<file path="config.mk">
export PLATFORM = sky130hd
export DESIGN_NAME = fu_pipe_unit
export DESIGN_NICKNAME = d
export VERILOG_FILES = /design/src/rtl/fu_pipe_unit.sv
export SDC_FILE = /design/constraint.sdc
export NUM_CORES = 2
export LEC_CHECK = 0
export BUFFER_PORTS_ARGS = -buffer_cell sky130_fd_sc_hd__buf_2
export CORE_ASPECT_RATIO = 1.75
export CORE_MARGIN = 3
export CORE_UTILIZATION = 70
export CTS_BUF_LIST = sky130_fd_sc_hd__clkbuf_8 sky130_fd_sc_hd__clkbuf_16
export CTS_CLUSTER_SIZE = 20
export DETAILED_ROUTE_END_ITERATION = 12
export PLACE_DENSITY = 0.88
export SLEW_MARGIN = 5
export SYNTH_ARGS = -nofsm -noshare
export SYNTH_HDL_FRONTEND = slang
export SYNTH_SLANG_ARGS = --single-unit
</file>
<file path="constraint.sdc">
create_clock -name clk -period 18.7 [get_ports clk]
set_input_delay 1.87 -clock clk [delete_from_list [all_inputs] [get_ports clk]]
set_output_delay 1.87 -clock clk [all_outputs]
set_load 0.005 [all_outputs]
</file>
<file path="src/rtl/fu_pipe_unit.sv">
// Pipelined multiply unit: fixed-latency stages feeding a FWFT result FIFO,
// with credit-based issue control and a per-register pending scoreboard.
module fu_pipe_unit #(
   parameter int DBITS  = 32,
   parameter int NREGS  = 32,
   parameter int LAT    = 3,
   parameter int ODEPTH = 4,
   localparam int RW    = $clog2(NREGS),
   localparam int CW    = $clog2(ODEPTH + 1),
   localparam int PW    = $clog2(ODEPTH)
) (
   input  logic             clk,
   input  logic             reset,
   input  logic             in_valid,
   output logic             in_ready,
   input  logic [1:0]       in_op,
   input  logic [DBITS-1:0] in_a,
   input  logic [DBITS-1:0] in_b,
   input  logic [RW-1:0]    in_rd,
   input  logic             flush,
   output logic             out_valid,
   input  logic             out_ready,
   output logic [DBITS-1:0] out_data,
   output logic [RW-1:0]    out_rd,
   input  logic [RW-1:0]    q_rs1,
   input  logic [RW-1:0]    q_rs2,
   output logic             q_hazard,
   output logic [CW-1:0]    busy_cnt
);

   logic                  accept, pop, wr_en;
   logic                  a_sx, b_sx;
   logic signed [DBITS:0] a_ext, b_ext;
   logic signed [2*DBITS-1:0] prod;
   logic [DBITS-1:0]      result;

   logic                  stage_valid_reg [LAT];
   logic [DBITS-1:0]      stage_data_reg  [LAT];
   logic [RW-1:0]         stage_rd_reg    [LAT];

   logic [DBITS-1:0]      mem_data [ODEPTH];
   logic [RW-1:0]         mem_rd   [ODEPTH];
   logic [PW-1:0]         wr_ptr_reg, rd_ptr_reg;
   logic [CW-1:0]         count_reg, busy_cnt_reg;
   logic [CW-1:0]         pending_reg [NREGS];

   assign in_ready  = (busy_cnt_reg < CW'(ODEPTH)) && !flush && !reset;
   assign accept    = in_valid && in_ready;
   assign out_valid = !reset && (count_reg != '0);
   assign pop       = out_valid && out_ready;
   assign out_data  = out_valid ? mem_data[rd_ptr_reg] : '0;
   assign out_rd    = out_valid ? mem_rd[rd_ptr_reg] : '0;
   assign busy_cnt  = reset ? '0 : busy_cnt_reg;
   assign wr_en     = stage_valid_reg[LAT-1];

   // One extra sign/zero bit per operand lets a single signed multiply cover all four ops.
   always_comb begin
      a_sx   = ((in_op == 2'd1) || (in_op == 2'd2)) && in_a[DBITS-1];
      b_sx   = (in_op == 2'd1) && in_b[DBITS-1];
      a_ext  = {a_sx, in_a};
      b_ext  = {b_sx, in_b};
      prod   = a_ext * b_ext;
      result = (in_op == 2'd0) ? prod[DBITS-1:0] : prod[2*DBITS-1:DBITS];
   end

   generate
      for (genvar gi = 0; gi < LAT; gi++) begin : g_stage
         always_ff @(posedge clk) begin
            if (reset || flush) begin
               stage_valid_reg[gi] <= 1'b0;
            end else if (gi == 0) begin
               stage_valid_reg[gi] <= accept;
            end else begin
               stage_valid_reg[gi] <= stage_valid_reg[(gi > 0) ? gi - 1 : 0];
            end
         end
         always_ff @(posedge clk) begin
            if (gi == 0) begin
               stage_data_reg[gi] <= result;
               stage_rd_reg[gi]   <= in_rd;
            end else begin
               stage_data_reg[gi] <= stage_data_reg[(gi > 0) ? gi - 1 : 0];
               stage_rd_reg[gi]   <= stage_rd_reg[(gi > 0) ? gi - 1 : 0];
            end
         end
      end
   endgenerate

   // Credits cap in-flight plus buffered ops at ODEPTH, so the FIFO cannot overflow.
   always_ff @(posedge clk) begin
      if (wr_en) begin
         mem_data[wr_ptr_reg] <= stage_data_reg[LAT-1];
         mem_rd[wr_ptr_reg]   <= stage_rd_reg[LAT-1];
      end
   end

   always_ff @(posedge clk) begin
      if (reset || flush) begin
         wr_ptr_reg   <= '0;
         rd_ptr_reg   <= '0;
         count_reg    <= '0;
         busy_cnt_reg <= '0;
      end else begin
         if (wr_en) wr_ptr_reg <= wr_ptr_reg + 1'b1;
         if (pop)   rd_ptr_reg <= rd_ptr_reg + 1'b1;
         if (wr_en && !pop)      count_reg <= count_reg + CW'(1);
         else if (!wr_en && pop) count_reg <= count_reg - CW'(1);
         if (accept && !pop)      busy_cnt_reg <= busy_cnt_reg + CW'(1);
         else if (!accept && pop) busy_cnt_reg <= busy_cnt_reg - CW'(1);
      end
   end

   generate
      for (genvar gi = 0; gi < NREGS; gi++) begin : g_pend
         logic inc, dec;
         assign inc = (gi != 0) && accept && (in_rd == RW'(gi));
         assign dec = (gi != 0) && pop && (out_rd == RW'(gi));
         always_ff @(posedge clk) begin
            if (reset || flush)   pending_reg[gi] <= '0;
            else if (inc && !dec) pending_reg[gi] <= pending_reg[gi] + CW'(1);
            else if (dec && !inc) pending_reg[gi] <= pending_reg[gi] - CW'(1);
         end
      end
   endgenerate

   assign q_hazard = !reset &&
                     (((q_rs1 != '0) && (pending_reg[q_rs1] != '0)) ||
                      ((q_rs2 != '0) && (pending_reg[q_rs2] != '0)));

endmodule
</file>
==> impl_metrics.env <==
export IMPL_rsz0062_at_grt="no"
export IMPL_dp_hpwl_um=116600
export IMPL_die_h_um=372.3
export IMPL_crit_slowest_cell="fa_1"
export IMPL_grt_max_degree=59
export IMPL_grt_ovfl_total=0
export IMPL_layout_commonest_cell="inv_1"
export IMPL_synth_top_area_share_pct=42.07
export IMPL_grt_pass1_wl_um=245900
export IMPL_synthesis_area_um2=53680
export IMPL_yosys_area_top_type="fa_1"
export IMPL_fin_worst_skew_ps=31.79
export IMPL_clockBufferDepth=3
export IMPL_ys_async_sr_fraction_pct=0
export IMPL_startpoint_type="input pin"
export IMPL_arrival_ps=10870
export IMPL_cts_tree="done"
export IMPL_dieArea_um2=80180
export IMPL_final_hold_violation_count=0
export IMPL_post_cts_buffers=0
export IMPL_critPathKind="in -> reg"
export IMPL_postRouteAntennaNets=0
export IMPL_fin_nets=6925
export IMPL_worstSkewPairLatency_ps=610
export IMPL_gr_usage_all_layers_pct=40.95
export IMPL_area_growth_syn_to_layout_pct=4.025
export IMPL_die_x_um=215.3
export IMPL_yosys_warnings=0
export IMPL_wl_per_cell_um=24.57
export IMPL_yosysSeqAreaShare_pct=18.18
export IMPL_cts_root_buf="clkbuf_16"
export IMPL_cts_hold_buf=0
export IMPL_fmax_mhz=95.91
export IMPL_layout_min_cycle_time_ps=10430
export IMPL_status="completed"
export IMPL_core_rowCount=133
export IMPL_cts_htree_levels=1
export IMPL_ys_ff_latch=367
export IMPL_cts_repair_resized=0
export IMPL_port_buffers=128
export IMPL_tightest_slew_ps=1315
export IMPL_vias=40440
export IMPL_finalCritPeriodShare_pct=55.75
export IMPL_worstPathMaxFanout=19
export IMPL_clk_pin_slew_ps=80
export IMPL_cts_buffers=29
export IMPL_slew_headroom_pct=12.31
export IMPL_worstPathRequired_ps=19150
export IMPL_synth_edf_count=241
export IMPL_min_path_type="reg -> reg"
export IMPL_grt_pass1_vias=45510
export IMPL_drive_gt1_share_pct=5.592
export IMPL_synth_ff_type="edfxtp_1"
export IMPL_synthCells=5499
export IMPL_cp_end_kind="flop"
export IMPL_routed_wirelength_um=159100
export IMPL_syn_nets=6993
export IMPL_final_cell_mix="inv_1, fa_1, nand2_1, and2_1, ha_1"
export IMPL_numClockSinks=367
export IMPL_initial_core_util_pct=71.05
export IMPL_cpPeakStageDelay_ps=900
export IMPL_slew_viol_final=0
export IMPL_drt_iter0_drc=3845
export IMPL_core_um2=75550
export IMPL_setup_viol=0
export IMPL_largest_reg_flops=128
export IMPL_drc=0
export IMPL_synthTopCellsByArea="fa_1, edfxtp_1, inv_1, ha_1, nand2_1"
export IMPL_gp_congestion=1.041
export IMPL_setup_tns_final_ps=0
export IMPL_avgSynthCellArea_um2=9.762
export IMPL_drt_vias_per_instance=6.246
export IMPL_drv_cap=0
export IMPL_ios=129
export IMPL_drt_pass1_iterations=7
export IMPL_antenna_found_initial=7
export IMPL_synth_cell_type_count=72
==> per-stage QoR <==
stage / worst slack [ps] / utilization (%) / hold slack, ps / instance area [um^2] / instances
after global placement: 7825 / 72.61 / 311.2 / 54860 / 6412
after global routing: 7807 / 73.89 / 328.5 / 55820 / 6467
after CTS: 8300 / 73.88 / 319.8 / 55820 / 6466
final: 8274 / 73.91 / 324.4 / 55840 / 6475
after detailed placement: 7676 / 72.61 / 312.1 / 54860 / 6412
after floorplan: 8722 / - / 309.6 / 53680 / 5499
==> critical path: cells and delay by family <==
family	cells	cell delay (ps)
compound gates	5	1450
xor+xnor	1	180
fa+ha+maj	10	5210
buf+inv	9	1210
simple gates	4	910
==> synth_stat cells (all sizes together), types with 6 or more instances <==
library cell	number
inv	1319
fa	1128
nand2	900
and2	318
ha	280
clkbuf	249
edfxtp	241
a21oi	150
nor2	138
dfxtp	126
o21ai	97
nand3	56
mux4	53
xnor2	49
a21o	40
nor3	39
and3	35
a221oi	34
xor2	31
o211ai	30
or2	25
o22a	21
nand4	13
nor2b	12
a211oi	10
buf	10
o21bai	10
nand2b	9
mux2i	8
o21a	7
o311ai	7
a31oi	6
==> metal layers <==
layer	up-vias	share of wire (%)	global-route usage, %
met5	-	0	0.5556
met4	0	12	37.36
met3	1316	10	9.582
met2	2906	49	69.16
met1	19870	28	42.17
li1	16350	-	-
==> cells by family after synthesis <==
family / count (synthesis) / synth area share, %
AO/OA/AOI/OAI: 442 / 5.237
XOR/XNOR: 80 / 1.305
adder cells (fa/ha/maj): 1408 / 48.59
buffers and inverters: 1578 / 11.06
flip-flops: 367 / 18.18
multiplexers: 63 / 2.415
AND/OR/NAND/NOR: 1561 / 13.21
==> cell type report <==
class,count,area (um^2)
multi-input combinational,3554,38000
fill,5026,19710
sequential,367,9761
inverter,1319,4951
tap,1012,1266
timing repair buffer,160,880.8
clock buffer,30,739.5
clock inverter,24,222.7
antenna,9,22.52
==> worst paths after layout <==
path | start | end | slack (ps) | cells after the start
hold / removal | stage_data_reg[0][33] | stage_data_reg[0][65] | 320 | 0
setup reg to reg | flop | pending_reg[8][2] | 14730 | 8
hold reg to reg | stage_data_reg[0][33] | stage_data_reg[0][65] | 320 | 0
setup / recovery | in_op[0] | stage_data_reg[0][28] | 8270 | 29
Power is left out: the tool's default activity adds up to more than one toggle a clock period on the data nets, which glitch-free logic cannot reach.
